==> config.mk <==
export PLATFORM = sky130hd
export DESIGN_NAME = eq_frame_sequencer
export DESIGN_NICKNAME = d
export VERILOG_FILES = /design/src/rtl/eq_pkg.sv /design/src/rtl/eq_frame_sequencer.sv
export SDC_FILE = /design/constraint.sdc
export NUM_CORES = 1
export LEC_CHECK = 0
export ABC_AREA = 1
export CAP_MARGIN = 20
export CORE_MARGIN = 2
export CORE_UTILIZATION = 52
export CTS_CLUSTER_DIAMETER = 60
export CTS_CLUSTER_SIZE = 12
export DETAILED_ROUTE_END_ITERATION = 8
export GPL_ROUTABILITY_DRIVEN = 0
export GPL_TIMING_DRIVEN = 0
export PLACE_DENSITY_LB_ADDON = 0.3
export SYNTH_ARGS = -nofsm -noshare
export SYNTH_HDL_FRONTEND = slang
export SYNTH_SLANG_ARGS = --single-unit
==> constraint.sdc <==
create_clock -name clk_i -period 2 [get_ports clk_i]
set_clock_uncertainty 0.1 [all_clocks]
set_input_delay 0.6 -clock clk_i [delete_from_list [all_inputs] [get_ports clk_i]]
set_output_delay 0.6 -clock clk_i [all_outputs]
set_load 0.01 [all_outputs]
==> src/rtl/eq_pkg.sv <==
// rtl/eq_pkg.sv - shared state encoding and default latencies for the equalizer frame sequencer
package eq_pkg;

    typedef enum logic [2:0] {
        ST_IDLE    = 3'd0,
        ST_WAIT_CH = 3'd1,
        ST_SETUP   = 3'd2,
        ST_DATA    = 3'd3,
        ST_DRAIN   = 3'd4
    } eq_state_t;

    localparam int DEF_DATASYMS     = 12;
    localparam int DEF_COEF_LATENCY = 13;
    localparam int DEF_DRAIN_CYCLES = 6;
    localparam int DEF_TIMEOUT      = 1024;

endpackage

==> src/rtl/eq_frame_sequencer.sv <==
// rtl/eq_frame_sequencer.sv - gates channel-estimate and data-symbol valids into the equalizer per frame
module eq_frame_sequencer
    import eq_pkg::*;
#(
    parameter int DATASYMS     = DEF_DATASYMS,
    parameter int COEF_LATENCY = DEF_COEF_LATENCY,
    parameter int DRAIN_CYCLES = DEF_DRAIN_CYCLES,
    parameter int TIMEOUT      = DEF_TIMEOUT
) (
    input  logic                        clk_i,
    input  logic                        rst_i,
    input  logic                        frame_start_i,
    input  logic                        chest_valid_i,
    input  logic                        sym_valid_i,
    input  logic                        abort_i,
    output logic                        eq_chest_valid_o,
    output logic                        eq_sym_valid_o,
    output logic [$clog2(DATASYMS)-1:0] sym_idx_o,
    output logic                        busy_o,
    output logic                        frame_done_o,
    output logic [1:0]                  err_o
);

    localparam int IDX_W  = $clog2(DATASYMS);
    localparam int PH_MAX = (COEF_LATENCY > DRAIN_CYCLES) ? COEF_LATENCY : DRAIN_CYCLES;
    localparam int PH_W   = $clog2(PH_MAX) + 1;
    localparam int GAP_W  = $clog2(TIMEOUT) + 1;

    localparam logic [IDX_W-1:0] LAST_SYM   = IDX_W'(DATASYMS - 1);
    localparam logic [PH_W-1:0]  SETUP_LOAD = PH_W'(COEF_LATENCY - 1);
    localparam logic [PH_W-1:0]  DRAIN_LOAD = PH_W'(DRAIN_CYCLES - 1);
    localparam logic [GAP_W-1:0] GAP_TC     = GAP_W'(TIMEOUT - 1);

    eq_state_t        state, state_nx;
    logic [GAP_W-1:0] gap, gap_nx;
    logic [PH_W-1:0]  ph, ph_nx;
    logic [IDX_W-1:0] cnt, cnt_nx, idx_nx;
    logic [1:0]       err_nx;
    logic             chv_nx, syv_nx, done_nx, accept;

    always_comb begin
        state_nx = state;
        gap_nx   = gap;
        ph_nx    = ph;
        cnt_nx   = cnt;
        idx_nx   = sym_idx_o;
        err_nx   = err_o;
        chv_nx   = 1'b0;
        syv_nx   = 1'b0;
        done_nx  = 1'b0;
        accept   = 1'b0;

        if (abort_i) begin
            state_nx = ST_IDLE;
        end else begin
            case (state)
                ST_IDLE: begin
                    if (frame_start_i) begin
                        state_nx = ST_WAIT_CH;
                        err_nx   = 2'b00;
                        gap_nx   = '0;
                    end
                end
                ST_WAIT_CH: begin
                    if (chest_valid_i) begin
                        chv_nx   = 1'b1;
                        state_nx = ST_SETUP;
                        ph_nx    = SETUP_LOAD;
                        gap_nx   = '0;
                    end else if (gap == GAP_TC) begin
                        err_nx[0] = 1'b1;
                        state_nx  = ST_IDLE;
                    end else begin
                        gap_nx = gap + 1'b1;
                    end
                end
                ST_SETUP: begin
                    // A symbol on the terminal-count cycle reaches the equalizer
                    // exactly when the reciprocals settle, so it is not early.
                    if (ph == '0) begin
                        state_nx = ST_DATA;
                        cnt_nx   = '0;
                        gap_nx   = '0;
                        accept   = sym_valid_i;
                    end else if (sym_valid_i) begin
                        err_nx[1] = 1'b1;
                        state_nx  = ST_IDLE;
                    end else begin
                        ph_nx = ph - 1'b1;
                    end
                end
                ST_DATA: begin
                    if (sym_valid_i) begin
                        accept = 1'b1;
                    end else if (gap == GAP_TC) begin
                        err_nx[0] = 1'b1;
                        state_nx  = ST_IDLE;
                    end else begin
                        gap_nx = gap + 1'b1;
                    end
                end
                ST_DRAIN: begin
                    if (ph == '0) begin
                        done_nx  = 1'b1;
                        state_nx = ST_IDLE;
                    end else begin
                        ph_nx = ph - 1'b1;
                    end
                end
                default: state_nx = ST_IDLE;
            endcase
        end

        if (accept) begin
            syv_nx = 1'b1;
            idx_nx = cnt_nx;
            gap_nx = '0;
            if (cnt_nx == LAST_SYM) begin
                cnt_nx   = '0;
                state_nx = ST_DRAIN;
                ph_nx    = DRAIN_LOAD;
            end else begin
                cnt_nx = cnt_nx + 1'b1;
            end
        end
    end

    always_ff @(posedge clk_i) begin
        if (!rst_i) begin
            state            <= ST_IDLE;
            gap              <= '0;
            ph               <= '0;
            cnt              <= '0;
            eq_chest_valid_o <= 1'b0;
            eq_sym_valid_o   <= 1'b0;
            sym_idx_o        <= '0;
            busy_o           <= 1'b0;
            frame_done_o     <= 1'b0;
            err_o            <= 2'b00;
        end else begin
            state            <= state_nx;
            gap              <= gap_nx;
            ph               <= ph_nx;
            cnt              <= cnt_nx;
            eq_chest_valid_o <= chv_nx;
            eq_sym_valid_o   <= syv_nx;
            sym_idx_o        <= idx_nx;
            busy_o           <= (state_nx != ST_IDLE);
            frame_done_o     <= done_nx;
            err_o            <= err_nx;
        end
    end

endmodule
Word-level counts from Yosys, hierarchy flattened
Cells that the tools add are included.
{ "totals": {"register_bits": 33, "inputBits": 6, "out_inout_bits": 10, "word_cells": 87} }
{ "op_classes": {"n_addsub": 3, "n_eq_ne": 12, "n_mux": 45, "n_bitwise": 4, "reduce_logical": 12} }
{ "op_table": {"columns": ["cell", "n"], "rows": [
  ["$mux W11", 5],
  ["$pmux W11 S4", 1],
  ["$mux W5", 7],
  ["$mux W3", 10],
  ["$mux W4", 5],
  ["$pmux W3 S5", 1],
  ["$pmux W5 S3", 1],
  ["$reduce_and A5 Y1", 3],
  ["$ne A2 B2 Y1 const B", 6],
  ["$add A11 B1 Y11 const B", 1],
  ["$eq A11 B10 Y1 const B", 1],
  ["$mux W1", 11],
  ["$eq A3 B2 Y1 const B", 2],
  ["$reduce_bool A3 Y1", 2],
  ["$reduce_or A3 Y1", 2],
  ["$logic_not A5 Y1", 1],
  ["$sub A5 B1 Y5 const B", 1],
  ["$add A4 B1 Y4 const B", 1],
  ["$eq A4 B4 Y1 const B", 1],
  ["$not A1 Y1", 4],
  ["$pmux W1 S2", 2],
  ["$reduce_bool A4 Y1", 1],
  ["$eq A3 B1 Y1 const B", 1],
  ["$eq A3 B3 Y1 const B", 1],
  ["5 further kinds", 5]
]} }

Longest topological paths before layout
Gate-level depths: netlist of run 1.
{ "logic_depth": {"depth_word": 8, "mapped_depth": 16, "ltp_nobuf": 16} }

Least setup slack after synthesis of run 1
OpenSTA, ideal clock, no wires.
{ "synth_timing": {"path_type": "register to register", "startpoint": "register ph[0]", "endpoint": "register busy_o", "setup_time_ns": 0.121, "arrival_time_ns": 1.737, "t_required_ns": 1.779, "setup_slack_ns": 0.043, "path_stages_with_launch": 16, "path_buffers": 0, "synth_period_minus_slack_ns": 1.957, "cell_sequence": "dfxtp_1 > inv_1 > ha_1 > nand3_4 > nor2_2 > nand2_2 > nand2_1 > inv_1 > ha_1 > inv_1 > nor2_1 > nand3_2 > inv_1 > nand2_2 > nand3_1 > nand3_1"} }
{ "synth_via": {"elab_chain_cells": 8, "word_cells_on_any_way": 15, "cone_classes": "1 x eq/ne; 12 x mux; 2 x reduce/logical"} }
{ "synth_lines": {"columns": ["element", "line", "source"], "rows": [
  ["start: declaration", "eq_frame_sequencer.sv:36", "logic [PH_W-1:0] ph, ph_nx;"],
  ["start signal: assignment", "eq_frame_sequencer.sv:143", "ph <= ph_nx;"],
  ["$logic_not A5 Y1 (*)", "eq_frame_sequencer.sv:80, eq_frame_sequencer.sv:103", null],
  ["$mux W4", "eq_frame_sequencer.sv:80", "if (ph == '0) begin"],
  ["$mux W4", "eq_frame_sequencer.sv:56", "case (state)"],
  ["$mux W4", "eq_frame_sequencer.sv:53", "if (abort_i) begin"],
  ["$eq A4 B4 Y1", "eq_frame_sequencer.sv:118", "if (cnt_nx == LAST_SYM) begin"],
  ["$mux W3", "eq_frame_sequencer.sv:118", null],
  ["$mux W3 (*)", "eq_frame_sequencer.sv:114", "if (accept) begin"],
  ["$reduce_bool A3 Y1 (*)", "eq_frame_sequencer.sv:148", "busy_o <= (state_nx != ST_IDLE);"],
  ["end signal: assignment", "eq_frame_sequencer.sv:148", null],
  ["end: declaration", "eq_frame_sequencer.sv:19", "output logic busy_o,"]
]} }
Mark *: on every way between the ends. The rest lies on a longest branch, timed or not.
A chain may end at the register's enable or synchronous reset.

Worst setup path after layout of run 1
{ "layout_timing": {"startpoint": "register ph[1]", "endpoint": "register ph[3]"} }
{ "layout_via": {"elab_chain_cells": 7, "word_cells_on_any_way": 16, "cone_classes": "1 x add/sub; 1 x eq/ne; 13 x mux; 1 x reduce/logical"} }
{ "layout_lines": {"columns": ["element", "line"], "rows": [
  ["$sub A5 B1 Y5 / $logic_not A5 Y1 (equally long branches)", null],
  ["$mux W5 / $mux W4 (equally long branches)", "eq_frame_sequencer.sv:85, eq_frame_sequencer.sv:80"],
  ["$mux W5 / $mux W4 (equally long branches)", "eq_frame_sequencer.sv:80, eq_frame_sequencer.sv:56"],
  ["$pmux W5 S3 / $mux W4 (equally long branches)", "eq_frame_sequencer.sv:56, eq_frame_sequencer.sv:53"],
  ["$mux W5 / $eq A4 B4 Y1 (equally long branches)", "eq_frame_sequencer.sv:53, eq_frame_sequencer.sv:118"],
  ["$mux W5", "eq_frame_sequencer.sv:118"],
  ["$mux W5 (*)", "eq_frame_sequencer.sv:114"]
]} }
Marked as above.

==> results_dict.tcl, run 1 <==
set metrics [dict create \
    outcome "finished clean" \
    avgViaCountPerCell 5.08 \
    rsz0062_at_grt "true" \
    syn_to_final_growth_pct 25.1 \
    drtIter0Drc 100 \
    cap_viol_max_count 0 \
    hpwlAfterDp_um 3190 \
    grtUsageTotal_pct 22.5 \
    cts_made_buffers 5 \
    clkSinkCount 33 \
    worstHoldPathCells 2 \
    port-buffer-count 15 \
    multi_input_area_um2 1180 \
    drive_gt1_share_pct 25.1 \
    n_antenna_cell 0 \
    syn-num-nets 305 \
    setup_viol 0 \
    fin_hold_ws_ps 343 \
    post-route-period-util_pct 97.9 \
    fin_area_um2 2430 \
    hold_path.class "register to register" \
    h-tree-depth 2 \
    yosysTopAreaCell "dfxtp_1" \
    avgSynthCellArea_um2 6.56 \
    clock_latency_ps 290 \
    synth_area_leaders "dfxtp_1, nand2_1, inv_1, nor2_1, nand3_1" \
    dieHeight_um 65.1 \
    syn_area_um2 1940 \
    core_um2 3630 \
    clock_path_buffers 2 \
    cts_tree "built" \
    worst_pin_slew_ps 289 \
    vdd_ir_drop_max_v 0.000434 \
    clockRootBuffer "clkbuf_8" \
    antenna_found_initial 0 \
    nNetsFinal 339 \
    required_ps 2130 \
    grt_pass1_wl_um 7320 \
    r2r_cells 15 \
    grt_max_degree 11 \
    ys_warn_count 0 \
    maxSlewViolCount 0 \
    first_global_vias 1688 \
    end_kind "register" \
    die_area_um2 4240 \
    fmax_mhz 511 \
    overflow 0 \
    post_synth_num_cell_types 29 \
    post-route-util_pct 66.8 \
    p_per_area_nw_per_um2 541 \
    max-slew-margin-rel_pct 80.7 \
    synthCells 296 \
    setup-tns-final_ps 0 \
    ys_ff_latch 33 \
    static-leakage-power_nw 1.11 \
    crit_type "register to register" \
    clkTransAtPathRegs_ps 60 \
    fp-row-count 22 \
    wirelength_um 4490 \
    ys_seq_area_share_pct 34.0 \
    drtPass1Iterations 4 \
    n_fill_cell 331 \
    synth_top_area_share_pct 34.0 \
    cp.arrival_ps 2090 \
    dpl-instance-area_um2 2150 \
    wl_per_cell_um 11.8 \
    num_vias 1927 \
    hold_viol_final 0 \
    crit_path_start_kind "register" \
    cp_max_fo 4 \
    remaining_drc_errors 0 \
    dieWidth_um 65.1 \
    start_util_pct 53.4 \
    ant_nets 0 \
    layout.area.seq_um2 666 \
    period_needed_ps 1960 \
    io_pins 16 \
]
## state kept, by name, indices dropped and copies added (netlist names)
name,flops
gap,11
busy_o,1
frame_done_o,1
cnt,4
eq_chest_valid_o,1
err_o,2
ph,5
eq_sym_valid_o,1
state,3
sym_idx_o,4
## cells in the mapped netlist
| cell type | count |
|---|---|
| buf_2 | 1 |
| o21ai_1 | 8 |
| inv_1 | 40 |
| o22ai_1 | 1 |
| nand2_1 | 74 |
| nand3_1 | 20 |
| nor2_1 | 35 |
| ha_1 | 3 |
| nor3_1 | 1 |
| nand3_2 | 4 |
| xnor2_1 | 1 |
| o21ai_0 | 15 |
| nand4_1 | 3 |
| nand3b_1 | 1 |
| nand3_4 | 1 |
| nand2_4 | 2 |
| inv_2 | 10 |
| a21oi_2 | 3 |
| or2_2 | 1 |
| nor2_2 | 4 |
| a22oi_1 | 1 |
| o21a_1 | 1 |
| xor2_1 | 3 |
| nor3_2 | 1 |
| a21oi_1 | 14 |
| nand2_2 | 9 |
| o211ai_1 | 1 |
| dfxtp_1 | 33 |
| nor2_4 | 5 |
## final timing paths
| path | to | slack, ps | startpoint |
|---|---|---|---|
| worst max register to register | ph[3] | 40 | ph[1] |
| worst min register to register | err_o[1] | 340 | err_o[1] |
| worst max-delay path | ph[3] | 40 | ph[1] |
| worst min-delay path | err_o[1] | 340 | err_o[1] |
## stage by stage
stage | setup slack (ps) | power, W | std cells
global placement | -652 | 0.000824 | 359
global route | -49.7 | 0.00137 | 379
detailed placement | -662 | 0.000826 | 359
CTS | 7.07 | 0.00131 | 370
floorplan | 42.5 | 0.000782 | 296
finish | 41.4 | 0.00131 | 379
## cells by family after synthesis
logic type	Yosys count	share of synthesized area, %
simple gates	161	39.9
fa+ha+maj	3	1.93
compound gates	44	12.4
xor+xnor	4	1.81
flops	33	34.0
buf+inv	51	9.93
## critical path, stage by stage, from the launching register on
cell,delay [ps]
dfxtp_4,360
inv_4,60
ha_4,140
nand3_4,90
nor2_4,140
nand2_4,100
nand2_4,100
inv_4,40
ha_4,150
inv_2,60
nor2_2,40
nand3_2,120
nor2_4,60
nor2_4,150
o21ai_1,90
nor2_1,90
## what timing repair did
| action | CTS | global route |
|---|---|---|
| endpoints found under the setup margin | 17 | 12 |
| pin swaps | 4 | 14 |
| setup buffers | 3 | 9 |
| gates resized for setup | 17 | 23 |
| hold buffers | 0 | 0 |
## cell usage in the layout, fill, tap and decap left out, types with 4 or more instances in the layout
| cell | netlist | final |
|---|---|---|
| a21oi_1 | 14 | 13 |
| o21ai_1 | 8 | 9 |
| nor2_2 | 4 | 5 |
| o21ai_0 | 15 | 13 |
| a21oi_2 | 3 | 4 |
| clkbuf_8 | 0 | 5 |
| dfxtp_1 | 33 | 31 |
| nand3_2 | 4 | 6 |
| inv_2 | 10 | 13 |
| nand2_2 | 9 | 10 |
| nand2_4 | 2 | 6 |
| nand2_1 | 74 | 69 |
| inv_1 | 40 | 34 |
| clkdlybuf4s50_1 | 0 | 13 |
| nor2_4 | 5 | 6 |
| nor2_1 | 35 | 33 |
| nand3_1 | 20 | 17 |
| buf_4 | 0 | 12 |
## where the power goes
| part | switching [W] | total, W | internal (W) |
|---|---|---|---|
| Clock | 0.000243 | 0.000484 | 0.000241 |
| Combinational | 0.0000961 | 0.000154 | 0.0000582 |
| Sequential | 0.00000929 | 0.000674 | 0.000665 |
| Total | 0.000348 | 0.00131 | 0.000964 |
## layer usage
layer / GRT usage, % / up-vias / routed length (um)
met5: 0 / - / 0
met2: 36.3 / 32 / 2110
met3: 6.16 / 10 / 145
met1: 27.8 / 885 / 2140
li1: - / 1000 / -
met4: 10.7 / 0 / 89
## final cells by class
type / instances / area share, %
plain buffers: 1 / 0.206
clock buffers: 6 / 2.99
clock inverters: 2 / 0.412
inverters: 50 / 8.04
multi-input cells: 212 / 48.8
flip-flops and latches: 33 / 27.4
well taps: 48 / 2.47
repair buffers: 27 / 9.64
Note: power is estimated with default switching activity, not from simulation.
==> inputs of run 2 (changes only) <==
CORE_MARGIN = 5   (was 2)
RECOVER_POWER = 25   (was default)
==> run 2 against run 1 <==
  * Sequential power about the same
  * Final area fell by 0.46%
  * Non-clock buffer count down 4
  * First-iteration DRC count decreased by 2.0%
  * Sequential share of layout area is 0.13 points higher
  * Core utilization shrank 0.31 points
  * Die area increased by 19%
  * Power is 12% higher
  * Register-to-register slack about the same
  * Hold slack improved by 1.5 ps
  * Combinational power fell by 5%
  * Sequential cell count is the same
==> results_dict.tcl, run 2 (synthesis gave the netlist of run 1 again) <==
set metrics [dict create \
    outcome "finished clean" \
    antenna_found_initial 0 \
    r2r_end "busy_o" \
    start_util_pct 53.4 \
    wl_per_cell_um 12.0 \
    avgViaCountPerCell 5.11 \
    endpoint "busy_o" \
    first_global_vias 1790 \
    dieWidth_um 71.1 \
    largest_register_ffs 11 \
    clock_latency_ps 290 \
    max-slew-margin-rel_pct 80.3 \
    clock_path_buffers 2 \
    clkTransAtPathRegs_ps 80 \
    remaining_drc_errors 0 \
    end_kind "register" \
    reg_top3 "gap x11, ph x5" \
    worst_pin_slew_ps 294 \
    post-route-util_pct 66.5 \
    grtUsageTotal_pct 18.4 \
    rsz0062_at_grt "true" \
    grt_max_degree 13 \
    hold_viol_final 0 \
    nNetsFinal 335 \
    cp.arrival_ps 2040 \
    vdd_ir_drop_max_v 0.000397 \
    post-route-period-util_pct 97.7 \
    reg2reg_from "ph[1]" \
    cts_tree "built" \
    h-tree-depth 2 \
    cp_max_fo 5 \
    static-leakage-power_nw 1.09 \
    cp_cell_sequence "inv_2 > ha_4 > nand3_4 > nor2_4 > nand2_4 > nand2_4 > inv_4 > ha_4 > inv_2 > nor2_2 > nand3_2 > nor2_4 > nor2_4 > nand2_2 > nand3_2" \
    crit_start "ph[1]" \
    crit_type "register to register" \
    crit_path_frequent_cell "nor2_4" \
    crit_path_start_kind "register" \
    wirelength_um 4510 \
    clockRootBuffer "clkbuf_8" \
    io_pins 16 \
    port-buffer-count 15 \
    overflow 0 \
    fin_hold_ws_ps 345 \
    most-common-layout-cells "nand2_1, inv_1, nor2_1" \
    required_ps 2080 \
    ant_nets 0 \
    n_antenna_cell 0 \
    n_fill_cell 321 \
    dieHeight_um 71.1 \
    fmax_mhz 512 \
    r2r_cells 15 \
    grt_pass1_wl_um 7530 \
    final_common_cell "nand2_1" \
    maxSlewViolCount 0 \
    drtPass1Iterations 4 \
    cap_viol_max_count 0 \
    period_needed_ps 1950 \
    hpwlAfterDp_um 3250 \
    placed_cells 359 \
    syn_to_final_growth_pct 24.5 \
    p_per_area_nw_per_um2 607 \
    clkSinkCount 33 \
    drive_gt1_share_pct 24.2 \
    setup_viol 0 \
    die_area_um2 5050 \
    num_vias 1917 \
    critPathMaxStageDelay_ps 350 \
    fp-row-count 22 \
    regMostFlops "gap" \
    core_um2 3630 \
    fin_cells 375 \
    crit_path_top_delay_cell "dfxtp_2" \
    hold_path.class "register to register" \
    r2r_slack_ps 50 \
    drtIter0Drc 98 \
    cts_made_buffers 5 \
]
==> run 2: cell types whose count changed in the layout (fill, tap and decap cells not counted), moves of 2 or more <==
cell / delta
dfxtp_2: +3
dfxtp_1: -2
buf_4: -4
clkinv_2: -2
==> run 2: power by group <==
group          switching (W)  leakage (nW)  internal, W
clock network       0.000270        0.0543     0.000373
logic              0.0000938         0.765    0.0000531
registers         0.00000934         0.268     0.000666
total               0.000373          1.09      0.00109
==> run 2: worst max-delay path: cells and delay by family, from the launching register on <==
kind          cells  cell delay, ps
fa+ha+maj         2             290
buf+inv           3             160
flops             1             350
simple gates     10             930
==> run 2: routing by layer <==
layer	global-route usage, %	part of all wire, %
met1	23.3	45
met2	30.5	49
met3	4.40	5.3
met4	6.47	1.2
met5	0	0
==> run 2: what timing repair did <==
action	in CTS	in global routing
endpoints found under the hold margin	0	0
endpoints found under the setup margin	17	12
hold buffers	0	0
buffers inserted	1	7
pin swaps	5	12
gates cloned	0	0
gates resized for setup	17	20
==> run 2: layout make-up <==
type	instances	area, um2	area share, %
Buffer	1	5.00	0.207
Clock buffer	5	68.8	2.85
Clock inverter	3	46.3	1.92
Inverter	50	195	8.08
Multi-Input combinational cell	212	1170	48.5
Sequential cell	33	666	27.6
Tap cell	48	60.1	2.49
Timing Repair Buffer	23	204	8.44
==> run 2: worst min-delay path by stage <==
| stage | cells after the start | end | start |
|---|---|---|---|
| 2_1_floorplan | 2 | gap[10] | gap[10] |
| 6_report | 2 | gap[10] | gap[10] |
| 4_1_cts | 2 | gap[10] | gap[10] |
| 3_3_place_gp | 2 | err_o[1] | err_o[1] |
| 3_5_place_dp | 2 | gap[10] | gap[10] |
| 5_1_grt | 2 | gap[10] | gap[10] |
==> run 2: metrics by stage <==
stage	TNS [ps]	setup slack, ps	power [W]	area (um2)
after floorplan	0	42.5	0.000782	1940
after global placement	-11730	-666	0.000824	2150
after global routing	-246	-45.6	0.00153	2420
after CTS	0	10.4	0.00147	2310
after detailed placement	-12020	-672	0.000826	2150
final	0	46.6	0.00147	2420
==> inputs of run 3 (changes only) <==
CTS_BUF_LIST = sky130_fd_sc_hd__clkbuf_16   (was default)
==> run 3 against run 2 <==
  * Die area stayed put
  * Critical endpoint unchanged
  * Non-clock buffer count is 1 lower
  * Worst setup slack better by 21 ps
==> results_dict.tcl, run 3 (synthesis gave the netlist of run 1 again) <==
set metrics [dict create \
    first_global_vias 1802 \
    reg2reg_from "ph[1]" \
    ant_nets 0 \
    clock_latency_ps 280 \
    crit_type "register to register" \
    fp-row-count 22 \
    grt_pass1_wl_um 7650 \
    wirelength_um 4520 \
    start_util_pct 53.4 \
    static-leakage-power_nw 1.12 \
    most-common-layout-cells "nand2_1, inv_1, nor2_1" \
    clkSinkCount 33 \
    final_common_cell "nand2_1" \
    setup-tns-final_ps 0 \
    fmax_mhz 517 \
    drtIter0Drc 107 \
    n_fill_cell 317 \
    setup_viol 0 \
    p_per_area_nw_per_um2 691 \
    crit_path_start_kind "register" \
    r2r_cells 15 \
    wl_per_cell_um 12.1 \
    cap_viol_max_count 0 \
    grtUsageTotal_pct 18.7 \
    maxSlewViolCount 0 \
    core_um2 3630 \
    clockRootBuffer "clkbuf_16" \
    r2r_slack_ps 70 \
    clkTransAtPathRegs_ps 50 \
    fin_area_um2 2460 \
    hpwlAfterDp_um 3250 \
    outcome "finished clean" \
    reg_top3 "gap x11, ph x5" \
    cp_max_fo 4 \
    fin_hold_ws_ps 343 \
    period_needed_ps 1930 \
    drtPass1Iterations 4 \
    vdd_ir_drop_max_v 0.000370 \
    n_antenna_cell 0 \
    syn_to_final_growth_pct 27.0 \
    r2r_end "busy_o" \
    num_vias 1895 \
    clock_path_buffers 2 \
    regMostFlops "gap" \
    required_ps 2060 \
    multi_input_area_um2 1170 \
    hold_path.class "register to register" \
    port-buffer-count 15 \
    worst_pin_slew_ps 291 \
    drive_gt1_share_pct 23.6 \
    end_kind "register" \
    nNetsFinal 334 \
    hold_viol_final 0 \
    cp.arrival_ps 2000 \
    post-route-period-util_pct 96.6 \
    dieWidth_um 71.1 \
    largest_register_ffs 11 \
    max-slew-margin-rel_pct 80.6 \
    hold_start "err_o[1]" \
    remaining_drc_errors 0 \
    dpl-instance-area_um2 2150 \
    cts_tree "built" \
    dieHeight_um 71.1 \
    crit_path_top_delay_cell "dfxtp_2" \
    critPathMaxStageDelay_ps 350 \
    worstHoldPathCells 2 \
    grt_max_degree 13 \
    avgViaCountPerCell 5.07 \
    die_area_um2 5050 \
    overflow 0 \
    h-tree-depth 2 \
    whs_endpoint "err_o[1]" \
    crit_path_frequent_cell "nor2_4" \
    antenna_found_initial 0 \
    finalPower_w 0.00170 \
    holdBufCountCts 0 \
    layout.area.seq_um2 666 \
    cp_cell_sequence "inv_2 > ha_4 > nand3_4 > nor2_4 > nand2_4 > nand2_4 > inv_4 > ha_4 > inv_2 > nor2_2 > nand3_2 > nor2_4 > nor2_4 > nand2_2 > nand3_2" \
    cts_made_buffers 5 \
    io_pins 16 \
]
-- run 3: cell types whose count changed in the layout (fill, tap and decap cells not counted), sizes merged --
cell and change:
buf -1, clkbuf -1, clkdlybuf4s50 -2, clkdlybuf4s15 +1, dlygate4sd3 +2
-- run 3: where the power goes --
group / total (W) / leakage (nW) / switching, W / internal [W]
registers: 0.000677 / 0.268 / 0.00000942 / 0.000668
logic: 0.000151 / 0.769 / 0.0000947 / 0.0000566
clock network: 0.000873 / 0.0800 / 0.000284 / 0.000589
-- run 3: final cells by class --
cell class                      instances  area share, %
Buffer                                  1          0.203
Sequential cell                        33           27.0
Clock buffer                            5           5.08
Inverter                               50           7.82
Clock inverter                          3           1.88
Timing Repair Buffer                   22           8.23
Multi-Input combinational cell        212           47.3
Tap cell                               48           2.44
-- run 3: critical path, delay by kind of cell (launching register included) --
family / cells / cell delay [ps]
flops: 1 / 350
simple gates: 10 / 920
buf+inv: 3 / 160
fa+ha+maj: 2 / 290
-- run 3: metrics by stage --
stage	utilization [%]	worst slack, ps	cells
floorplan	-	42.5	296
global placement	59.2	-666	359
detailed placement	59.2	-672	359
CTS	65.1	4.18	369
global route	67.8	-24.3	374
finish	67.8	67.1	374
-- run 3: how the worst max path moves through the flow --
stage                     startpoint     end  slack, ps
after global placement       abort_i  busy_o       -670
after global routing           ph[1]  busy_o        -20
after CTS                      ph[0]   ph[1]          4
after floorplan                ph[0]  busy_o         40
final                          ph[1]  busy_o         70
after detailed placement     abort_i  busy_o       -670
-- run 3: what timing repair did --
item                                   4_1_cts  5_1_grt
setup buffers                                2        5
pin swaps                                    4       11
endpoints found under the hold margin        0        0
setup endpoints to repair                   21       12
gates cloned                                 0        0
resized for setup                           15       21
-- run 3: per-layer routing --
| metal | up-vias | GRT usage (%) | routed length (um) |
|---|---|---|---|
| met1 | 861 | 23.4 | 2050 |
| met4 | 0 | 6.26 | 56 |
| met2 | 37 | 31.4 | 2230 |
| li1 | 990 | - | - |
| met5 | - | 0 | 0 |
| met3 | 7 | 4.40 | 174 |
